File: config.mk
export PLATFORM = sky130hd
export DESIGN_NAME = boid_fb_scheduler
export DESIGN_NICKNAME = d
export VERILOG_FILES = /design/src/rtl/boid_fb_pkg.sv /design/src/rtl/fb_clear_sweeper.sv /design/src/rtl/boid_fb_scheduler.sv
export SDC_FILE = /design/constraint.sdc
export NUM_CORES = 1
export LEC_CHECK = 0
export ABC_CLOCK_PERIOD_IN_PS = 4200
export BUFFER_PORTS_ARGS = -buffer_cell sky130_fd_sc_hd__buf_2
export CAP_MARGIN = 5
export CELL_PAD_IN_SITES_DETAIL_PLACEMENT = 1
export CELL_PAD_IN_SITES_GLOBAL_PLACEMENT = 1
export CORE_MARGIN = 2
export CORE_UTILIZATION = 42
export DETAILED_ROUTE_END_ITERATION = 8
export GPL_ROUTABILITY_DRIVEN = 0
export PLACE_DENSITY_LB_ADDON = 0.1
export SETUP_SLACK_MARGIN = 0.3
export SYNTH_ARGS = -nofsm -noshare
export SYNTH_HDL_FRONTEND = slang
export SYNTH_SLANG_ARGS = --single-unit
export TNS_END_PERCENT = 100
File: constraint.sdc
create_clock -name clk -period 4.2 [get_ports clk]
set_input_delay 1.05 -clock clk [delete_from_list [all_inputs] [get_ports clk]]
set_output_delay 1.05 -clock clk [all_outputs]
set_load 0.02 [all_outputs]
File: src/rtl/boid_fb_pkg.sv
// Shared types for the boid frame-buffer scheduler: FSM states and bank indices.
package boid_fb_pkg;

  typedef enum logic [1:0] {
    INIT_CLEAR = 2'd0,
    CLEAR      = 2'd1,
    DRAW       = 2'd2,
    SWAP       = 2'd3
  } state_t;

  localparam logic BANK0 = 1'b0;
  localparam logic BANK1 = 1'b1;

endpackage

File: src/rtl/fb_clear_sweeper.sv
// Address counter for bank clear sweeps: steps 0..DEPTH-1 while run is high,
// flags done on the last address and wraps to 0.
module fb_clear_sweeper #(
  parameter int DEPTH      = 1024,
  parameter int ADDR_WIDTH = 10
) (
  input  logic                  clk,
  input  logic                  reset,
  input  logic                  start,
  input  logic                  run,
  output logic [ADDR_WIDTH-1:0] addr,
  output logic                  done
);

  localparam logic [ADDR_WIDTH-1:0] LAST_ADDR = ADDR_WIDTH'(DEPTH - 1);

  assign done = run && (addr == LAST_ADDR);

  // NOTE: sequential state is updated with <= only, so every flop samples pre-edge values.
  always_ff @(posedge clk or posedge reset) begin
    if (reset) begin
      addr <= '0;
    end else if (start || done) begin
      addr <= '0;
    end else if (run) begin
      addr <= addr + 1'b1;
    end
  end

endmodule

File: src/rtl/boid_fb_scheduler.sv
// Double-buffered boid occupancy scheduler: bank roles, clear sweeps, pixel writes, display mux.
// Optional per-frame write statistics are built when FRAME_STATS_EN is defined.
module boid_fb_scheduler
  import boid_fb_pkg::*;
#(
  parameter int DEPTH       = 1024,
  parameter int ADDR_WIDTH  = 10,
  parameter int COUNT_WIDTH = 16
) (
  input  logic                   clk,
  input  logic                   reset,
  input  logic                   swap_req,
  input  logic                   wr_valid,
  input  logic [ADDR_WIDTH-1:0]  wr_addr,
  output logic                   wr_ready,
  input  logic [ADDR_WIDTH-1:0]  rd_addr,
  output logic                   rd_data,
  output logic                   ram0_we,
  output logic [ADDR_WIDTH-1:0]  ram0_addr,
  output logic                   ram0_din,
  input  logic                   ram0_dout,
  output logic                   ram1_we,
  output logic [ADDR_WIDTH-1:0]  ram1_addr,
  output logic                   ram1_din,
  input  logic                   ram1_dout,
  output logic                   front_bank,
  output logic                   busy,
  output logic                   overrun,
  output logic [COUNT_WIDTH-1:0] last_frame_writes
);

  localparam logic [ADDR_WIDTH:0] DEPTH_EXT = (ADDR_WIDTH + 1)'(DEPTH);

  state_t                state, state_next;
  logic                  pending;
  logic [ADDR_WIDTH-1:0] sweep;
  logic                  sweep_done;
  logic                  sweep_run;
  logic                  sweep_start;
  logic                  back;
  logic                  accept;
  logic                  wr_in_range;
  logic                  rd_in_range;
  logic                  front_we;
  logic                  rd_ok, rd_ok_q;
  logic                  rd_sel_q;
  logic                  swap_enter;
  logic                  late_swap;

  logic [1:0]            we_q, we_n;
  logic [1:0]            din_q, din_n;
  logic [ADDR_WIDTH-1:0] waddr_q [2];
  logic [ADDR_WIDTH-1:0] waddr_n [2];

  assign back        = ~front_bank;
  assign sweep_run   = (state == INIT_CLEAR) || (state == CLEAR);
  assign sweep_start = (state == SWAP);
  assign accept      = wr_valid && wr_ready;
  assign wr_in_range = {1'b0, wr_addr} < DEPTH_EXT;
  assign rd_in_range = {1'b0, rd_addr} < DEPTH_EXT;
  assign late_swap   = swap_req && (state != DRAW);

  fb_clear_sweeper #(
    .DEPTH      (DEPTH),
    .ADDR_WIDTH (ADDR_WIDTH)
  ) u_sweeper (
    .clk   (clk),
    .reset (reset),
    .start (sweep_start),
    .run   (sweep_run),
    .addr  (sweep),
    .done  (sweep_done)
  );

  // NOTE: every always_comb output gets a default first, so no path can infer a latch.
  always_comb begin
    state_next = state;
    wr_ready   = 1'b0;
    busy       = 1'b1;
    case (state)
      INIT_CLEAR, CLEAR: begin
        if (sweep_done) state_next = DRAW;
      end
      DRAW: begin
        busy     = 1'b0;
        wr_ready = !pending;
        if (pending || swap_req) state_next = SWAP;
      end
      SWAP:    state_next = CLEAR;
      default: state_next = INIT_CLEAR;
    endcase
  end

  assign swap_enter = (state == DRAW) && (state_next == SWAP);

  always_ff @(posedge clk or posedge reset) begin
    if (reset) begin
      state      <= INIT_CLEAR;
      pending    <= 1'b0;
      overrun    <= 1'b0;
      front_bank <= BANK0;
    end else begin
      state <= state_next;
      if (swap_enter) begin
        pending <= 1'b0;
      end else if (late_swap) begin
        pending <= 1'b1;
      end
      if (late_swap) overrun <= 1'b1;
      if (state == SWAP) front_bank <= ~front_bank;
    end
  end

  // Both banks are swept during INIT_CLEAR; afterwards only the back bank is ever written.
  always_comb begin
    we_n       = '0;
    din_n      = '0;
    waddr_n[0] = waddr_q[0];
    waddr_n[1] = waddr_q[1];
    case (state)
      INIT_CLEAR: begin
        we_n       = 2'b11;
        waddr_n[0] = sweep;
        waddr_n[1] = sweep;
      end
      CLEAR: begin
        we_n[back]    = 1'b1;
        waddr_n[back] = sweep;
      end
      DRAW: begin
        if (accept && wr_in_range) begin
          we_n[back]    = 1'b1;
          din_n[back]   = 1'b1;
          waddr_n[back] = wr_addr;
        end
      end
      default: ;
    endcase
  end

  always_ff @(posedge clk or posedge reset) begin
    if (reset) begin
      we_q       <= '0;
      din_q      <= '0;
      waddr_q[0] <= '0;
      waddr_q[1] <= '0;
    end else begin
      we_q       <= we_n;
      din_q      <= din_n;
      waddr_q[0] <= waddr_n[0];
      waddr_q[1] <= waddr_n[1];
    end
  end

  assign ram0_we   = we_q[BANK0];
  assign ram0_din  = din_q[BANK0];
  assign ram0_addr = (front_bank == BANK0 && !we_q[BANK0]) ? rd_addr : waddr_q[BANK0];
  assign ram1_we   = we_q[BANK1];
  assign ram1_din  = din_q[BANK1];
  assign ram1_addr = (front_bank == BANK1 && !we_q[BANK1]) ? rd_addr : waddr_q[BANK1];

  // A read is only valid if the front port actually carried rd_addr in the issuing cycle.
  assign front_we = (front_bank == BANK1) ? we_q[BANK1] : we_q[BANK0];
  assign rd_ok    = (state != INIT_CLEAR) && !front_we && rd_in_range;

  always_ff @(posedge clk or posedge reset) begin
    if (reset) begin
      rd_sel_q <= BANK0;
      rd_ok_q  <= 1'b0;
    end else begin
      rd_sel_q <= front_bank;
      rd_ok_q  <= rd_ok;
    end
  end

  assign rd_data = (state != INIT_CLEAR) && rd_ok_q &&
                   ((rd_sel_q == BANK1) ? ram1_dout : ram0_dout);

`ifdef FRAME_STATS_EN
  logic [COUNT_WIDTH-1:0] frame_count;

  always_ff @(posedge clk or posedge reset) begin
    if (reset) begin
      frame_count       <= '0;
      last_frame_writes <= '0;
    end else if (state == SWAP) begin
      last_frame_writes <= frame_count;
      frame_count       <= '0;
    end else if (accept && (frame_count != '1)) begin
      frame_count <= frame_count + 1'b1;
    end
  end
`else
  assign last_frame_writes = '0;
`endif

endmodule
==> impl_metrics.py <==
metrics = {
    "worst_hold_path": {
        "hold_depth": 1,
        "whs_endpoint": "overrun$_DFFE_PP0P_",
        "hp-class": "reg -> reg",
        "hold_start": "overrun$_DFFE_PP0P_",
    },
    "finish": {
        "fillers": 679,
        "layout-drive-gt1-share_pct": 31.40,
        "final_common_cell": "buf_2",
        "area_growth_pct": 14.59,
        "final_cell_mix": "54 x buf_2, 41 x dfrtp_1, 21 x mux2_2, 20 x nand2_1, 17 x nor2_1",
        "antenna_cells": 0,
        "fin_nets": 324,
        "finalNonFillerCells": 365,
    },
    "global_routing": {
        "grt_overflow": 0,
        "grt_use_met2_pct": 33.58,
        "antenna_found_initial": 0,
        "grt_util_met3_pct": 3.483,
        "grt_pass1_wl_mm": 10.08,
        "grt_pass1_vias": 1905,
        "globalRouteMet1Util_pct": 28.48,
        "grt_max_degree": 27,
        "grt_usage_pct": 20.59,
        "top_usage_layer": "met2",
    },
    "power_and_ir_drop": {
        "power_density_nw_per_um2": 279.2,
        "leakagePower_nw": 1.329,
        "ir_worst_vdd_mv": 0.1894,
    },
    "routing": {
        "wl_mm": 6.306,
        "drt_iter0_drc": 110,
        "ant_nets": 0,
        "wl_per_cell_um": 17.28,
        "drc": 0,
        "via_count": 1968,
        "vias_per_cell": 5.392,
        "firstDrtPassIters": 4,
    },
    "sta": {
        "finalClockSkew_ns": 0.008317,
        "period_needed_ns": 3.263,
        "fin_crit_sh_pct": 77.69,
        "slew_headroom_pct": 32.85,
        "slew_violations": 0,
        "setup_tns_ns": 0,
        "hold_violations": 0,
        "rsz0062_at_grt": "false",
        "finalSetupViolCount": 0,
        "fmax_ghz": 0.3065,
        "tightestPinTransition_ns": 1.006,
    },
    "logic_synthesis": {
        "syn_area_per_cell_um2": 10.07,
        "yosysUniqueCellTypes": 44,
        "yosys.area.top_type": "dfrtp_1",
        "synthAdderAreaFrac_pct": 3.082,
        "syn_area_um2": 2436,
        "synthTopCellsByArea": "dfrtp_1 42%, mux2_2 9.7%, buf_4 4.9%",
        "synth_top_family_by_area": "compound AO/OA/AOI/OAI gates",
        "synth_cells": 242,
        "yosys_warnings": 0,
        "synthXorXnorAreaFrac_pct": 3.595,
        "synth-seq-area-share_pct": 42.12,
        "synth_compound_area_share_pct": 20.60,
        "yosysTopAreaCellShare_pct": 42.12,
        "synth-seq-cells": 41,
        "synth_mux_area_share_pct": 9.707,
        "synth-simple-area-share_pct": 11.15,
    },
    "floorplanning": {
        "coreArea_um2": 5540,
        "die_y_um": 80.16,
        "die_x_um": 80.16,
        "die_area_um2": 6426,
        "initial_core_util_pct": 43.97,
        "num_io_pins": 71,
        "num_rows": 27,
    },
    "clock_network": {
        "htree_levels": 2,
        "clkSlewWorstSetupHoldPaths_ns": 0.08,
        "cts_made_buffers": 5,
        "cts_tree": "done",
        "cts_sinks": 41,
        "cts_resized": 0,
        "post_cts_buffers": 0,
        "clockBufferDepth": 2,
        "clkLatencyLatePin_ns": 0.30,
        "root_buffer": "clkbuf_8",
        "hold_buffers": 0,
    },
    "job": {
        "maxCapViolations": 0,
    },
    "critical_path": {
        "path_max_fanout": 13,
        "r2r-end": "waddr_q[1]$_DFFE_PP0P_",
        "crit_required_ns": 3.15,
        "crit_type": "reg -> out",
        "cp.arrival_ns": 2.21,
        "worstReg2RegStart": "state[0]$_DFF_PP0_",
        "reg2reg_slack_ns": 1.67,
        "worstSetupEndpointType": "output port",
        "r2r_cells": 6,
        "crit_path_start_kind": "flop",
    },
    "run_status": {
        "status": "finished, final reports clean",
    },
    "placed_design": {
        "port_buffers": 54,
        "placed_cells": 357,
        "dp_hpwl_mm": 4.642,
    },
}
kinds of logic (layout without fill, tap and decap cells):
| logic type | Yosys count | after routing |
|---|---|---|
| flops | 41 | 41 |
| buf+inv | 39 | 75 |
| fa+ha+maj | 6 | 6 |
| other cells | 1 | 16 |
| xor+xnor | 10 | 10 |
| mux | 21 | 21 |
| simple gates | 56 | 56 |
| compound gates | 68 | 68 |
cell usage after synthesis:
| library cell | number |
|---|---|
| xnor2_1 | 4 |
| dfrtp_1 | 41 |
| o22ai_2 | 1 |
| o21a_1 | 1 |
| and2_1 | 1 |
| a32oi_1 | 3 |
| a22o_1 | 5 |
| conb_1 | 1 |
| ha_1 | 6 |
| a21o_1 | 1 |
| and4b_1 | 1 |
| o211a_1 | 1 |
| and3_1 | 2 |
| o21ai_4 | 1 |
| and3b_1 | 1 |
| nor2_1 | 17 |
| nand2b_1 | 2 |
| and4_1 | 1 |
| a31oi_1 | 1 |
| buf_2 | 10 |
| o21ai_2 | 1 |
| inv_2 | 1 |
| o21ai_0 | 11 |
| o21ai_1 | 1 |
| o211ai_1 | 10 |
| o2111ai_1 | 1 |
| o32ai_4 | 1 |
| buf_4 | 16 |
| nand4_1 | 2 |
| nand3b_1 | 1 |
| nand2_1 | 20 |
| buf_6 | 2 |
| nor4_1 | 1 |
| a21oi_1 | 10 |
| nand3_1 | 5 |
| nor4_2 | 1 |
| nand3_2 | 1 |
| xor2_1 | 6 |
| mux2_2 | 21 |
| o2bb2ai_1 | 1 |
| o22ai_1 | 4 |
| inv_1 | 10 |
| o21ba_2 | 1 |
| a22oi_1 | 13 |
worst max path at each step:
stage | from | end | cells after the start
after floorplan | state[0]$_DFF_PP0_ | wr_ready | 6
after global placement | front_bank$_DFFE_PP0N_ | ram0_addr[2] | 3
after detailed placement | front_bank$_DFFE_PP0N_ | ram0_addr[0] | 3
after CTS | front_bank$_DFFE_PP0N_ | ram0_addr[0] | 3
after global routing | front_bank$_DFFE_PP0N_ | ram0_addr[5] | 3
final | front_bank$_DFFE_PP0N_ | ram0_addr[0] | 3
metrics by stage:
| step | setup WS, ns | power, W | util, % | area, µm² | hold slack (ns) |
|---|---|---|---|---|---|
| floorplan | 1.554 | 0.0004449 | - | 2492 | 0.4611 |
| global route | 0.8065 | 0.0008094 | 50.38 | 2791 | 0.4965 |
| finish | 0.9370 | 0.0007795 | 50.38 | 2791 | 0.4522 |
| detailed placement | 1.260 | 0.0004554 | 48.28 | 2675 | 0.4450 |
| CTS | 0.8908 | 0.0007865 | 50.38 | 2791 | 0.4630 |
| global placement | 1.309 | 0.0004548 | 48.28 | 2675 | 0.4374 |
report_power, final:
| part | switching, W | internal (W) |
|---|---|---|
| Combinational | 0.0000359 | 0.0000165 |
| Sequential | 0.0000000000000000000714 | 0.000394 |
| Clock | 0.000139 | 0.000194 |
critical path, cell delays in order (launching register included):
cell	delay (ns)
dfrtp_1	0.54
nor2_1	0.80
mux2_2	0.41
buf_2	0.16
layer usage:
| metal | share of wire (%) | vias to the layer above |
|---|---|---|
| met4 | 0.95 | 0 |
| met5 | 0 | - |
| met3 | 4.0 | 7 |
| met2 | 48 | 47 |
| met1 | 47 | 974 |
| li1 | - | 940 |
sequential cells by signal, indices dropped and copies added (netlist names):
name            cells
we_q                2
rd_sel_q            1
rd_ok_q             1
overrun             1
front_bank          1
state               2
waddr_q            20
u_sweeper.addr     10
din_q               2
pending             1
final cells by class:
class                           instances  area (µm²)  area share [%]
Clock buffer                            7       86.33           3.093
Timing Repair Buffer                   56       285.3           10.22
Multi-Input combinational cell        177        1232           44.15
Clock inverter                          1       30.03           1.076
Sequential cell                        41        1026           36.75
Inverter                               11       41.29           1.479
Tap cell                               72       90.09           3.227
Note: power is estimated with default switching activity, not from simulation.
